### config.mk
export PLATFORM = sky130hd
export DESIGN_NAME = demux_12
export DESIGN_NICKNAME = d
export VERILOG_FILES = /design/src/rtl/demux_pkg.sv /design/src/rtl/demux_12_slot_counter.sv /design/src/rtl/demux_12.sv
export SDC_FILE = /design/constraint.sdc
export NUM_CORES = 1
export LEC_CHECK = 0
export ABC_AREA = 1
export BUFFER_PORTS_ARGS = -buffer_cell sky130_fd_sc_hd__clkbuf_2
export CAP_MARGIN = 0
export CORE_UTILIZATION = 44
export DETAILED_ROUTE_END_ITERATION = 8
export PLACE_DENSITY = 0.66
export SLEW_MARGIN = 20
export SYNTH_ARGS = -nofsm -noshare
export SYNTH_HDL_FRONTEND = slang
export SYNTH_SLANG_ARGS = --single-unit
### constraint.sdc
create_clock -name clk -period 1.4 [get_ports clk]
set_input_delay 0.14 -clock clk [delete_from_list [all_inputs] [get_ports clk]]
set_output_delay 0.14 -clock clk [all_outputs]
set_load 0.005 [all_outputs]
### src/rtl/demux_pkg.sv
// rtl/demux_pkg.sv - shared state encoding and defaults for the 1:2 time-slot demux
package demux_pkg;

  typedef logic [1:0] state_t;

  localparam state_t ST_IDLE  = 2'd0;
  localparam state_t ST_LANE0 = 2'd1;
  localparam state_t ST_LANE1 = 2'd2;

  localparam int DEF_HOLD  = 2;
  localparam int DEF_CNT_W = 8;

  // Slot counter width is max(1, clog2(hold)).
  function automatic int slot_cnt_w(input int hold);
    return (hold <= 2) ? 1 : $clog2(hold);
  endfunction

endpackage

### src/rtl/demux_12_slot_counter.sv
// rtl/demux_12_slot_counter.sv - counts enabled clocks within a lane slot, flags the last one
module slot_counter
  import demux_pkg::*;
#(
  parameter int HOLD = DEF_HOLD
) (
  input  logic clk,
  input  logic reset,
  input  logic clear,
  input  logic enable,
  output logic slot_end
);

  localparam int CW = slot_cnt_w(HOLD);
  localparam logic [CW-1:0] LAST = CW'(HOLD - 1);

  logic [CW-1:0] cnt_q, cnt_d;
  logic [CW-1:0] cur;
  logic          step;

  // A clear cycle is itself slot cycle 0, so it is counted as an enabled cycle.
  assign cur      = clear ? '0 : cnt_q;
  assign step     = clear | enable;
  assign slot_end = step && (cur == LAST);

  always_comb begin
    cnt_d = cnt_q;
    if (step) begin
      cnt_d = slot_end ? '0 : cur + 1'b1;
    end
  end

  always_ff @(posedge clk) begin
    if (reset) begin
      cnt_q <= '0;
    end else begin
      cnt_q <= cnt_d;
    end
  end

endmodule

### src/rtl/demux_12.sv
// rtl/demux_12.sv - registered 1:2 time-slot demux separating an alternating lane stream
module demux_12
  import demux_pkg::*;
#(
  parameter int WIDTH = 1,
  parameter int HOLD  = DEF_HOLD,
  parameter int CNT_W = DEF_CNT_W
) (
  input  logic             clk,
  input  logic             reset,
  input  logic             sync,
  input  logic             enable,
  input  logic [WIDTH-1:0] data_in,
  output logic             selector,
  output logic [WIDTH-1:0] data_0,
  output logic [WIDTH-1:0] data_1,
  output logic             valid_out,
  output logic [CNT_W-1:0] pair_count
);

  state_t             state_q, state_d;
  logic [WIDTH-1:0]   shadow_q, shadow_d;
  logic [WIDTH-1:0]   data_0_q, data_0_d;
  logic [WIDTH-1:0]   data_1_q, data_1_d;
  logic               sel_q, sel_d;
  logic               valid_q, valid_d;
  logic [CNT_W-1:0]   count_q, count_d;
  logic               in_frame;
  logic               slot_end;

  assign in_frame = (state_q == ST_LANE0) || (state_q == ST_LANE1);

  slot_counter #(
    .HOLD(HOLD)
  ) u_slot_counter (
    .clk     (clk),
    .reset   (reset),
    .clear   (sync),
    .enable  (enable && in_frame),
    .slot_end(slot_end)
  );

  always_comb begin
    state_d  = state_q;
    shadow_d = shadow_q;
    data_0_d = data_0_q;
    data_1_d = data_1_q;
    sel_d    = sel_q;
    valid_d  = 1'b0;
    count_d  = count_q;

    if (sync) begin
      // Realign: the sync cycle is lane-0 slot cycle 0; a partial pair is dropped.
      state_d  = ST_LANE0;
      sel_d    = 1'b0;
      shadow_d = '0;
      if (slot_end) begin
        shadow_d = data_in;
        state_d  = ST_LANE1;
        sel_d    = 1'b1;
      end
    end else begin
      case (state_q)
        ST_IDLE: begin
        end
        ST_LANE0: begin
          if (slot_end) begin
            shadow_d = data_in;
            state_d  = ST_LANE1;
            sel_d    = 1'b1;
          end
        end
        ST_LANE1: begin
          if (slot_end) begin
            data_0_d = shadow_q;
            data_1_d = data_in;
            valid_d  = 1'b1;
            count_d  = count_q + 1'b1;
            state_d  = ST_LANE0;
            sel_d    = 1'b0;
          end
        end
        default: begin
          state_d = ST_IDLE;
          sel_d   = 1'b0;
        end
      endcase
    end
  end

  always_ff @(posedge clk) begin
    if (reset) begin
      state_q  <= ST_IDLE;
      shadow_q <= '0;
      data_0_q <= '0;
      data_1_q <= '0;
      sel_q    <= 1'b0;
      valid_q  <= 1'b0;
      count_q  <= '0;
    end else begin
      state_q  <= state_d;
      shadow_q <= shadow_d;
      data_0_q <= data_0_d;
      data_1_q <= data_1_d;
      sel_q    <= sel_d;
      valid_q  <= valid_d;
      count_q  <= count_d;
    end
  end

  assign selector   = sel_q;
  assign data_0     = data_0_q;
  assign data_1     = data_1_q;
  assign valid_out  = valid_q;
  assign pair_count = count_q;

endmodule

Word-level counts from Yosys, hierarchy flattened
Index checks and enable logic that the tools add are counted.
{"block": "classes", "n_addsub": 2, "eq_ne": 5, "muxes": 16, "bitwise": 3, "reduce_logical": 10}
{"op": "$mux W1", "n": 10}
{"op": "$add A8 B1 Y8 const B", "n": 1}
{"op": "$mux W2", "n": 4}
{"op": "$ne A3 B2 Y1 const B", "n": 2}
{"op": "$pmux W2 S3", "n": 1}
{"op": "$reduce_and A3 Y1", "n": 2}
{"op": "$reduce_bool A2 Y1", "n": 2}
{"op": "$pmux W1 S3", "n": 1}
{"op": "$reduce_or A3 Y1", "n": 1}
{"op": "$eq A2 B1 Y1 const B", "n": 1}
{"op": "$eq A2 B2 Y1 const B", "n": 1}
{"op": "$logic_and A1 B1 Y1", "n": 2}
{"op": "$logic_not A2 Y1", "n": 1}
{"op": "$ne A2 B2 Y1 const B", "n": 1}
{"op": "$not A1 Y1", "n": 2}
{"op": "$reduce_and A2 Y1", "n": 1}
{"op": "$add A1 B1 Y1 const B", "n": 1}
{"op": "$logic_or A1 B1 Y1", "n": 1}
{"op": "$or A1 B1 Y1", "n": 1}
{"block": "word_totals", "regBits": 16, "input_bits": 5, "out_inout_bits": 12, "elab_cells": 44}

Longest topological paths before layout
{"block": "logic_depth", "depth_word": 8, "depth_mapped": 10, "ltp_nobuf": 10}

Modules after synthesis
A second synthesis with hierarchy kept.
{"block": "hier_totals", "cells_unflattened": 110, "hier_area_um2": 793.3}
{"module": "demux_12", "n_inst": 1, "cells_each": 100, "area_each_um2": 738.2}
{"module": "slot_counter", "n_inst": 1, "cells_each": 10, "area_each_um2": 55.1}

Worst setup path before layout
OpenSTA, ideal clock, no wires.
{"block": "synth_timing", "path_type": "reg-to-reg", "startpoint": "reg state_q[1]", "endpoint": "reg count_q[5], in the netlist pair_count[5]", "setup_time_ns": 0.116, "arrival_time_ns": 1.299, "t_required_ns": 1.284, "setup_slack_ns": -0.015, "stages_incl_launch_ff": 11, "n_path_buf": 1, "period_less_slack_ns": 1.415, "cell_sequence": "dfxtp_1 > inv_1 > ha_1 > nand2_1 > inv_1 > nand2_2 > nor2_4 > buf_6 > nand3_1 > nand2_1 > a21oi_2"}
{"block": "synth_between", "elab_chain_cells": 6, "elab_cells_between_ends": 7, "cone_classes": "2 x eq/ne; 1 x bitwise; 4 x reduce/logical"}
{"element": "from (decl)", "line_no": "demux_12.sv:21", "rtl": "state_t state_q, state_d;"}
{"element": "from (signal assigned)", "line_no": "demux_12.sv:101", "rtl": "state_q <= state_d;"}
{"element": "$eq A2 B1 Y1 / $eq A2 B2 Y1 (equally long branches)", "line_no": "demux_12.sv:31, demux_12.sv:63"}
{"element": "$logic_or A1 B1 Y1", "line_no": "demux_12.sv:31", "rtl": "assign in_frame = (state_q == ST_LANE0) || (state_q == ST_LANE1);"}
{"element": "$logic_and A1 B1 Y1", "line_no": "demux_12.sv:39", "rtl": ".enable (enable && in_frame),"}
{"element": "$or A1 B1 Y1", "line_no": "demux_12_slot_counter.sv:23", "rtl": "assign step = clear | enable;"}
{"element": "$logic_and A1 B1 Y1", "line_no": "demux_12_slot_counter.sv:24", "rtl": "assign slot_end = step && (cur == LAST);"}
{"element": "$reduce_and A3 Y1 (no source line) (*)"}
{"element": "to (signal assigned)", "line_no": "demux_12.sv:107", "rtl": "count_q <= count_d;"}
{"element": "to (decl)", "line_no": "demux_12.sv:27", "rtl": "logic [CNT_W-1:0] count_q, count_d;"}
Every way passes the cells marked *; elsewhere a longest branch is shown, timed or not.
A chain may end at the register's enable or synchronous reset.

Worst setup path after layout
{"block": "layout_timing", "startpoint": "reg state_q[0]", "endpoint": "reg count_q[5], in the netlist pair_count[5]"}
The elaborated chain is that of the path after synthesis.

==> summary.txt <==
Status
  • Status: complete, but fails checks
  • Failing checks: design-rule violations

Timing
  • Slew Viols, Final: 0
  • Clock skew: 5.58 ps
  • RSZ-0062 raised after global routing: true
  • Rel. slew slack: 0.837
  • Final Hold Fails: 0
  • Finish-stage setup viols: 0
  • Worst hold slack: 96.6 ps
  • Worst Tran Pin Value: 242 ps
  • Max Fclk: 0.732 GHz
  • Final worst path period need: 1370 ps
  • Final setup TNS: 0 ps
  • Crit share post-route: 0.976

Worst setup path
  • CP Launch Point: state_q[0]
  • Worst EP arrival: 1550 ps
  • Reg2reg start: state_q[0]
  • Crit path required time: 1580 ps
  • Max FO, Critical Path: 5
  • Flop-to-flop setup slack: 30 ps
  • Critical Path End Type: flop
  • Setup crit start kind: flop
  • WS Path Type: flop to flop

Synth
  • Cells after synthesis: 107
  • Synthesized cell area: 768 um^2
  • Synth Area in Compound Gates: 0.112
  • Largest family of logic cells by synthesized area: simple AND/OR/NAND/NOR gates
  • XOR/XNOR share of the synthesized area: 0.0114
  • Adder-cell area share of the yosys netlist: 0.0651
  • Syn avg cell area: 7.18 um^2
  • Post-synthesis mux area share: 0
  • Synth Warn #: 0
  • Seq/Total Area, Yosys: 0.391
  • Register bit total from synthesis: 15
  • Mapped Nets: 116
  • Post-synth cell types: 19
  • Share of synthesized cell area in and, or, nand and nor gates: 0.332

Floorplanning
  • I/O Pins: 17
  • Rows: 14
  • Full die area: 0.00192 mm^2
  • Chip height: 43.8 um
  • Core area: 0.00158 mm^2
  • Initial Util: 0.487
  • Die width: 43.8 um

Clock tree
  • Insertion delay to the later sink of the worst-skew pair: 280 ps
  • CTS tree: yes
  • CTS buffer count: 3
  • Sink Count: 15
  • Clk slew on worst S/H paths: 90 ps
  • Root Buffer: clkbuf_4
  • Clock Tree Buf Depth: 2
  • H-tree depth: 1

Pwr
  • Sequential share of power: 0.579
  • Switching pwr: 0.184 mW
  • Power per cell area: 718 mW/mm^2
  • Switch share: 0.245
  • Pwr Total: 0.750 mW
  • Peak VDD IR: 0.551 mV
  • Clock Power Share: 0.331
  • Lkg Pwr: 0.479 nW
  • Pint: 0.566 mW
  • Combinational power share: 0.090

Global routing
  • Vias in the first global route: 730
  • GRT Total Usage: 0.195
  • Initial antenna violation count: 0
  • Largest net degree at the start of global routing: 10
  • First-pass GRT wire length: 2790 um
  • GR Overflow Total: 0

Finish
  • Diodes inserted: 0
  • Most common cell after layout, fill and taps aside: nand2_1
  • Most frequent cells in the layout: 28 x nand2_1, 16 x clkbuf_2, 13 x dfxtp_1, 12 x nor2_1, 11 x inv_1
  • Final nets: 146
  • Final Util: 0.663
  • Fraction of layout cells with a size suffix above 1: 0.404
  • Area growth from synthesis to layout: 36.0%

Drt
  • Router iterations before antenna repair: 8
  • Via density per instance: 5.03
  • Routed WL: 1670 um
  • Iter 0 DRT Violations: 11
  • Residual DRC: 2
  • Routed WL per cell: 11.0 um
  • Routed vias: 765
  • Routed Antenna Nets: 0

Run
  • Max Cap Viol: 0

Placement
  • Post-DP HPWL: 1210 um
  • Port Buffers: 16
  • Gpl congestion: 0.813

Hold path
  • Hold Crit Class: input pin to flop
  • Min-delay src: data_in
[metrics by stage]
stage / instances / instance area [um^2] / setup slack [ps]
after floorplan: 107 / 769 / 28.0
after global placement: 146 / 922 / 21.2
after detailed placement: 146 / 922 / -14.3
after CTS: 151 / 981 / 13.8
after global routing: 152 / 1040 / -62.3
final: 152 / 1040 / 33.8
[state kept, by name, indices dropped and copies added, names as in the netlist]
name                  flops
valid_out                 1
shadow_q                  1
pair_count                8
u_slot_counter.cnt_q      1
data_1                    1
data_0                    1
state_q                   2
[power groups by stage]
stage	Sequential, mW	Clock, mW	Combinational (mW)
detailed placement	0.443	0	0.0516
global route	0.435	0.272	0.0747
CTS	0.434	0.255	0.0570
floorplan	0.443	0	0.0304
finish	0.434	0.248	0.0675
global placement	0.443	0	0.0499
[final timing paths]
path / cells past startpoint / to
worst min register to register: 2 / data_0
worst max-delay path: 10 / pair_count[5]
worst max register to register: 10 / pair_count[5]
worst min-delay path: 3 / data_1
[critical path: stages (launching register included)]
cell,delay (ps)
dfxtp_2,350
inv_2,50
ha_4,270
nand2_4,50
inv_2,70
nand2_4,60
nor2_4,120
buf_6,140
nand3_2,60
nand2_2,70
a21oi_2,40
[final cells by class]
cell class              instances  area (um^2)
inverters                      14         52.6
flip-flops and latches         15          303
repair buffers                 27          170
clock inverters                 1         5.00
well taps                      16         20.0
multi-input cells              76          472
clock buffers                   3         22.5
fillers                       134          532
[cells by family after synthesis]
kind of cell               count (synthesis)
and+or+nand+nor                           56
buffers and inverters                     16
AOI/OAI and AO/OA                         15
adders and majority gates                  4
xor gates and xnor gates                   1
DFF                                       15
[synth_stat cells, drive strengths merged]
cell type  count  share of area
inv           14          0.068
nand2         32           0.16
nand3b         1          0.026
xor2           1          0.011
nand3          5          0.033
ha             4          0.065
dfxtp         15           0.39
o21ai          3          0.020
a21oi         10          0.075
nor2          16           0.10
nor3           2          0.013
clkbuf         1         0.0049
buf            1          0.015
a21boi         1         0.0098
a31oi          1         0.0081
[layer usage]
layer,part of all wire,up-vias,track usage
met4,0.0066,0,0.0375
met2,0.52,14,0.349
met3,0.038,2,0.0625
met1,0.43,359,0.225
li1,-,390,-
met5,0,-,0
[repair_timing]
item,4_1_cts,5_1_grt
pin swaps,4,3
hold buffers,0,0
setup endpoints to repair,9,13
gates resized for setup,8,13
gates cloned,0,0
buffers inserted,1,1
(Power assumes the default switching activity.)
